===== src/rtl/key_conditioner.sv =====
// key_conditioner: 2-FF synchroniser, per-key debounce FSM and press/release pulses for active-low keys.
// Long-press pulse detection is compiled in only when KEY_LONG_PRESS_EN is defined.
`default_nettype none

module key_conditioner #(
  parameter int NUM_KEYS        = 3,
  parameter int DEBOUNCE_CYCLES = 240000,
  parameter int LONG_CYCLES     = 12000000,
  parameter int CNT_W           = $clog2(LONG_CYCLES + 1)
) (
  input  logic                i_clk,
  input  logic                i_rst_n,
  input  logic [NUM_KEYS-1:0] i_key_n,
  input  logic                i_mask,
  output logic [NUM_KEYS-1:0] o_press,
  output logic [NUM_KEYS-1:0] o_release,
  output logic [NUM_KEYS-1:0] o_level,
  output logic [NUM_KEYS-1:0] o_long
);

  typedef enum logic [1:0] {
    S_RELEASED     = 2'd0,
    S_PRESS_WAIT   = 2'd1,
    S_PRESSED      = 2'd2,
    S_RELEASE_WAIT = 2'd3
  } state_t;

  localparam logic [CNT_W-1:0] CNT_ONE = CNT_W'(1);
  localparam logic [CNT_W-1:0] DB_LAST = CNT_W'(DEBOUNCE_CYCLES - 1);
`ifdef KEY_LONG_PRESS_EN
  localparam logic [CNT_W-1:0] LONG_MAX  = CNT_W'(LONG_CYCLES);
  localparam logic [CNT_W-1:0] LONG_LAST = CNT_W'(LONG_CYCLES - 1);
`endif

  if (DEBOUNCE_CYCLES < 2) begin : g_bad_debounce
    $error("key_conditioner: DEBOUNCE_CYCLES must be >= 2");
  end
  if (CNT_W < $clog2(DEBOUNCE_CYCLES)) begin : g_bad_cnt_w
    $error("key_conditioner: CNT_W too narrow for DEBOUNCE_CYCLES");
  end
`ifdef KEY_LONG_PRESS_EN
  if (CNT_W < $clog2(LONG_CYCLES + 1)) begin : g_bad_long_w
    $error("key_conditioner: CNT_W too narrow for LONG_CYCLES");
  end
`endif

  // Synchronisers idle at 1 so a reset looks like "all keys released".
  logic [NUM_KEYS-1:0] sync0_q;
  logic [NUM_KEYS-1:0] sync1_q;

  always_ff @(posedge i_clk or negedge i_rst_n) begin
    if (!i_rst_n) begin
      sync0_q <= '1;
      sync1_q <= '1;
    end else begin
      sync0_q <= i_key_n;
      sync1_q <= sync0_q;
    end
  end

  for (genvar k = 0; k < NUM_KEYS; k++) begin : g_key
    state_t           state_q;
    logic [CNT_W-1:0] cnt_q;
    logic             press_q;
    logic             release_q;
    logic             level_q;
    logic             key_pressed;
`ifdef KEY_LONG_PRESS_EN
    logic             long_q;
    logic             sat_q;
`endif

    assign key_pressed = ~sync1_q[k];

    always_ff @(posedge i_clk or negedge i_rst_n) begin
      if (!i_rst_n) begin
        state_q   <= S_RELEASED;
        cnt_q     <= '0;
        press_q   <= 1'b0;
        release_q <= 1'b0;
        level_q   <= 1'b0;
`ifdef KEY_LONG_PRESS_EN
        long_q    <= 1'b0;
        sat_q     <= 1'b0;
`endif
      end else begin
        press_q   <= 1'b0;
        release_q <= 1'b0;
`ifdef KEY_LONG_PRESS_EN
        long_q    <= 1'b0;
`endif
        case (state_q)
          S_RELEASED: begin
            if (key_pressed) begin
              state_q <= S_PRESS_WAIT;
              cnt_q   <= CNT_ONE;
            end
          end
          S_PRESS_WAIT: begin
            if (!key_pressed) begin
              state_q <= S_RELEASED;
              cnt_q   <= '0;
            end else if (cnt_q == DB_LAST) begin
              state_q <= S_PRESSED;
              cnt_q   <= '0;
              press_q <= ~i_mask;
              level_q <= 1'b1;
            end else begin
              cnt_q <= cnt_q + CNT_ONE;
            end
          end
          S_PRESSED: begin
            if (!key_pressed) begin
              state_q <= S_RELEASE_WAIT;
              cnt_q   <= CNT_ONE;
`ifdef KEY_LONG_PRESS_EN
              // Remember saturation so a bounce back to PRESSED cannot re-fire o_long.
              sat_q   <= (cnt_q == LONG_MAX);
            end else if (cnt_q != LONG_MAX) begin
              cnt_q  <= cnt_q + CNT_ONE;
              long_q <= (cnt_q == LONG_LAST) && !i_mask;
`endif
            end
          end
          S_RELEASE_WAIT: begin
            if (key_pressed) begin
              state_q <= S_PRESSED;
`ifdef KEY_LONG_PRESS_EN
              cnt_q   <= sat_q ? LONG_MAX : '0;
`else
              cnt_q   <= '0;
`endif
            end else if (cnt_q == DB_LAST) begin
              state_q   <= S_RELEASED;
              cnt_q     <= '0;
              release_q <= ~i_mask;
              level_q   <= 1'b0;
            end else begin
              cnt_q <= cnt_q + CNT_ONE;
            end
          end
          default: begin
            state_q <= S_RELEASED;
            cnt_q   <= '0;
          end
        endcase
      end
    end

    assign o_press[k]   = press_q;
    assign o_release[k] = release_q;
    assign o_level[k]   = level_q;
`ifdef KEY_LONG_PRESS_EN
    assign o_long[k]    = long_q;
`endif
  end

`ifndef KEY_LONG_PRESS_EN
  assign o_long = '0;
`endif

endmodule

`default_nettype wire


===== config.mk =====
export PLATFORM = sky130hd
export DESIGN_NAME = key_conditioner
export DESIGN_NICKNAME = d
export VERILOG_FILES = /design/src/rtl/key_conditioner.sv
export SDC_FILE = /design/constraint.sdc
export NUM_CORES = 1
export LEC_CHECK = 0
export BUFFER_PORTS_ARGS = -buffer_cell sky130_fd_sc_hd__buf_2
export CAP_MARGIN = 10
export CORE_MARGIN = 8
export CORE_UTILIZATION = 35
export DETAILED_ROUTE_END_ITERATION = 8
export PLACE_DENSITY_LB_ADDON = 0.08
export SLEW_MARGIN = 30
export SYNTH_ARGS = -nofsm -noshare
export SYNTH_HDL_FRONTEND = slang
export SYNTH_SLANG_ARGS = --single-unit

===== constraint.sdc =====
create_clock -name i_clk -period 2.4 [get_ports i_clk]
set_input_delay 0 -clock i_clk [delete_from_list [all_inputs] [get_ports i_clk]]
set_output_delay 0 -clock i_clk [all_outputs]
set_load 0.01 [all_outputs]

==> run metrics <==
status=finished clean; sequential fraction of the synthesis area=0.4657; PortBufs=14; worst-path fanout max=22; crit path kind=reg -> reg; fin crit period=~2.2 ns; H-tree depth=3; Synth top area share=0.4342; via total after detailed routing=between 4000 and 5000; first-pass GRT wire length=about 20000 µm; vias in the first global route=approximately 4000; Hold Path Class=in -> async; initial antenna violation count=0; synth unique cells=61; final setup vio count=0; Fin Clk Skew=0.007513 ns; Synth Flop Type=dfrtp_1; ANT nets after route=0; Sequential Area=2335 µm²; slowest CP cell=nor4_4; synth top area cells=dfrtp_1 43%, a31oi_1 4.2%, o21ai_0 3.8%, nand2_1 3.4%, dfstp_2 3.1%; Worst Path Required=2.63 ns; PwrDens=between 700 and 800 nW/µm²; routed vias/inst=~5.6; Root Buffer=clkbuf_16; Yosys reg bits=between 90 and 100; Clock Sinks=between 90 and 100; pin count of the biggest net entering global routing=53; reg2reg path depth=6; cell area after layout=roughly 5600 µm²; DRC viols=0; Core Area=~14000 µm²; per-cell routed wire length=about 16 µm; Total Wirelength=~12000 µm; top-count cell post-synth=dfrtp_1; total global-route track usage=0.1353; Worst-Skew Late Latency=0.35 ns; Synth top cells by count=87 x dfrtp_1, 45 x nand2_1, 38 x o21ai_0, 34 x a31oi_1, 31 x nor2_1; Leak=~2.3 nW; Max Slew Vio Count=0; Yosys Warn Count=0; Synth async-reset ratio=1.000; Rows=43; Tcrit/Tclk final=0.9203; Worst setup EP type=register; ant diodes=0; gpl congestion=around 0.83; Cell Area, Placed=5260 µm²; fin nets=roughly 570; Arrival @ worst endpoint=approximately 2.4 ns; Tightest Pin Transition=0.6825 ns; setup tns final=0 ns; crit start category=register; io pins=18; DRT Pass-1 Iters=4; die footprint=between 15000 and 20000 µm²; Worst-path clk slew=0.07 ns; die span in x=~140 µm; Stages on worst setup path=6; ratio of cells with drive above 1 in the final layout=0.1228; Max-cap violations=0; CP bufs+invs=0; Clock Tree Buf Depth=2; initial core utilization=0.3598; Layout area overhead=12.48%; Post-Syn Area=roughly 5000 µm²; area of the multi-input gates=about 2400 µm²; total CTS buffers=9; CP top delay family=simple AND/OR/NAND/NOR gates; Fmax achieved=around 0.45 GHz; slew margin rel.=0.5450; Initial DRC Count=282; DP HPWL=between 7000 and 8000 µm; post-synth top area cell=dfrtp_1; grt total ovfl=0; Cell Chain, Critical Path=ha_1 -> nand4_1 -> nor4_4 -> a21oi_4 -> and3_1 -> a211o_1; final hold slack=about 0.24 ns; max incr delay on CP=~0.46 ns; unrepaired setup endpoints after global routing=no; Die Y=about 140 µm; Hold Fails Final Rpt=0; synthesized instance count=around 540; CTS tree=built; EDFF count, synth=0; Worst VDD drop=between 0.0004 and 0.0005 V; Fill cells=between 1000 and 1500; Synth Area per Inst=just over 9 µm²
[layer usage]
metal / share of wire / routed length [µm] / GRT usage
met5: 0 / 0 / 0
met4: 0.0098 / 115 / 0.03578
met3: 0.051 / 600 / 0.04154
met2: 0.45 / 5284 / 0.2083
met1: 0.49 / 5722 / 0.1798
[flip-flops by register name, indices dropped and copies added (netlist names), named ones only]
register and flops:
g_key.cnt_q 72, g_key.level_q 3, g_key.press_q 3, g_key.release_q 3, g_key.state_q 3, sync0_q 3
sync1_q 3
[where the power goes]
part | internal [mW] | leakage [nW] | switching, mW
Combinational | 0.222 | 0.875 | 0.421
Sequential | 1.65 | 1.26 | 0.102
Clock | 0.921 | 0.161 | 0.641
[logic make-up (layout without fill, tap and decap cells)]
group | count (synthesis) | after routing | share of synthesized area
multiplexers | 2 | 2 | 0.003993
other | 1 | 3 | 0.0007480
adder cells (fa/ha/maj) | 3 | 3 | 0.007488
AND/OR/NAND/NOR | 222 | 222 | 0.2473
flip-flops | 93 | 93 | 0.4657
XOR/XNOR | 10 | 10 | 0.01747
AO/OA/AOI/OAI | 159 | 159 | 0.2049
buffers and inverters | 48 | 70 | 0.05241
[final timing paths]
path | startpoint | to | slack, ns
worst max-delay path | g_key[0].cnt_q[0]$_DFFE_PN0P_ | g_key[0].cnt_q[16]$_DFFE_PN0P_ | 0.19
worst min-delay path | i_rst_n | g_key[1].cnt_q[4]$_DFFE_PN0P_ | 0.24
worst max register to register | g_key[0].cnt_q[0]$_DFFE_PN0P_ | g_key[0].cnt_q[16]$_DFFE_PN0P_ | 0.19
worst min register to register | sync0_q[2]$_DFF_PN1_ | sync1_q[2]$_DFF_PN1_ | 0.36
max in group asynchronous | i_rst_n | g_key[2].cnt_q[13]$_DFFE_PN0P_ | 1.49
min in group i_clk | i_key_n[0] | sync0_q[0]$_DFF_PN1_ | 0.30
[per-stage QoR]
| step | utilization | power, mW | cells | worst slack, ns |
|---|---|---|---|---|
| 3_5_place_dp | 0.3775 | 2.420 | 721 | 0.05923 |
| 3_3_place_gp | 0.3775 | 2.408 | 721 | 0.08709 |
| 5_1_grt | 0.4047 | 4.167 | 742 | 0.04329 |
| 2_1_floorplan | - | 2.265 | 540 | 0.5169 |
| 6_report | 0.4047 | 3.953 | 742 | 0.1913 |
| 4_1_cts | 0.4041 | 4.024 | 742 | 0.02268 |
[worst reg2reg max path: cells and delay by family, from the launching register on]
kind | cells | cell delay (ns)
adder cells (fa/ha/maj) | 1 | 0.25
flip-flops | 1 | 0.42
AO/OA/AOI/OAI | 2 | 0.50
AND/OR/NAND/NOR | 3 | 0.92
[area by class of cell]
type,count,area share
inverters,19,0.01265
multi-input cells,399,0.4311
repair buffers,35,0.04526
clock buffers,9,0.03994
flip-flops and latches,93,0.4140
clock inverters,7,0.01708
well taps,180,0.03994
[cells in the final DEF (no fill, tap or decap), types with 10 or more instances in the layout]
master / synthesis / routed
a21oi_1: 29 / 29
nor2_1: 31 / 31
inv_1: 19 / 19
nand2_1: 45 / 45
o21ai_0: 38 / 38
a22o_1: 14 / 14
a31oi_1: 34 / 34
buf_4: 12 / 16
nand4_1: 13 / 13
and3_1: 10 / 10
dfrtp_1: 87 / 87
buf_2: 9 / 13
nand3_1: 30 / 30
nor3_1: 26 / 26
nor4_1: 13 / 13
[what timing repair did]
| action | CTS | global route |
|---|---|---|
| endpoints found under the setup margin | 0 | 14 |
| resized for setup | 0 | 1 |
| hold buffers | 5 | 0 |
| hold endpoints to repair | 54 | 0 |
| setup buffers | 0 | 0 |
Power figures use the tool's default switching activity.
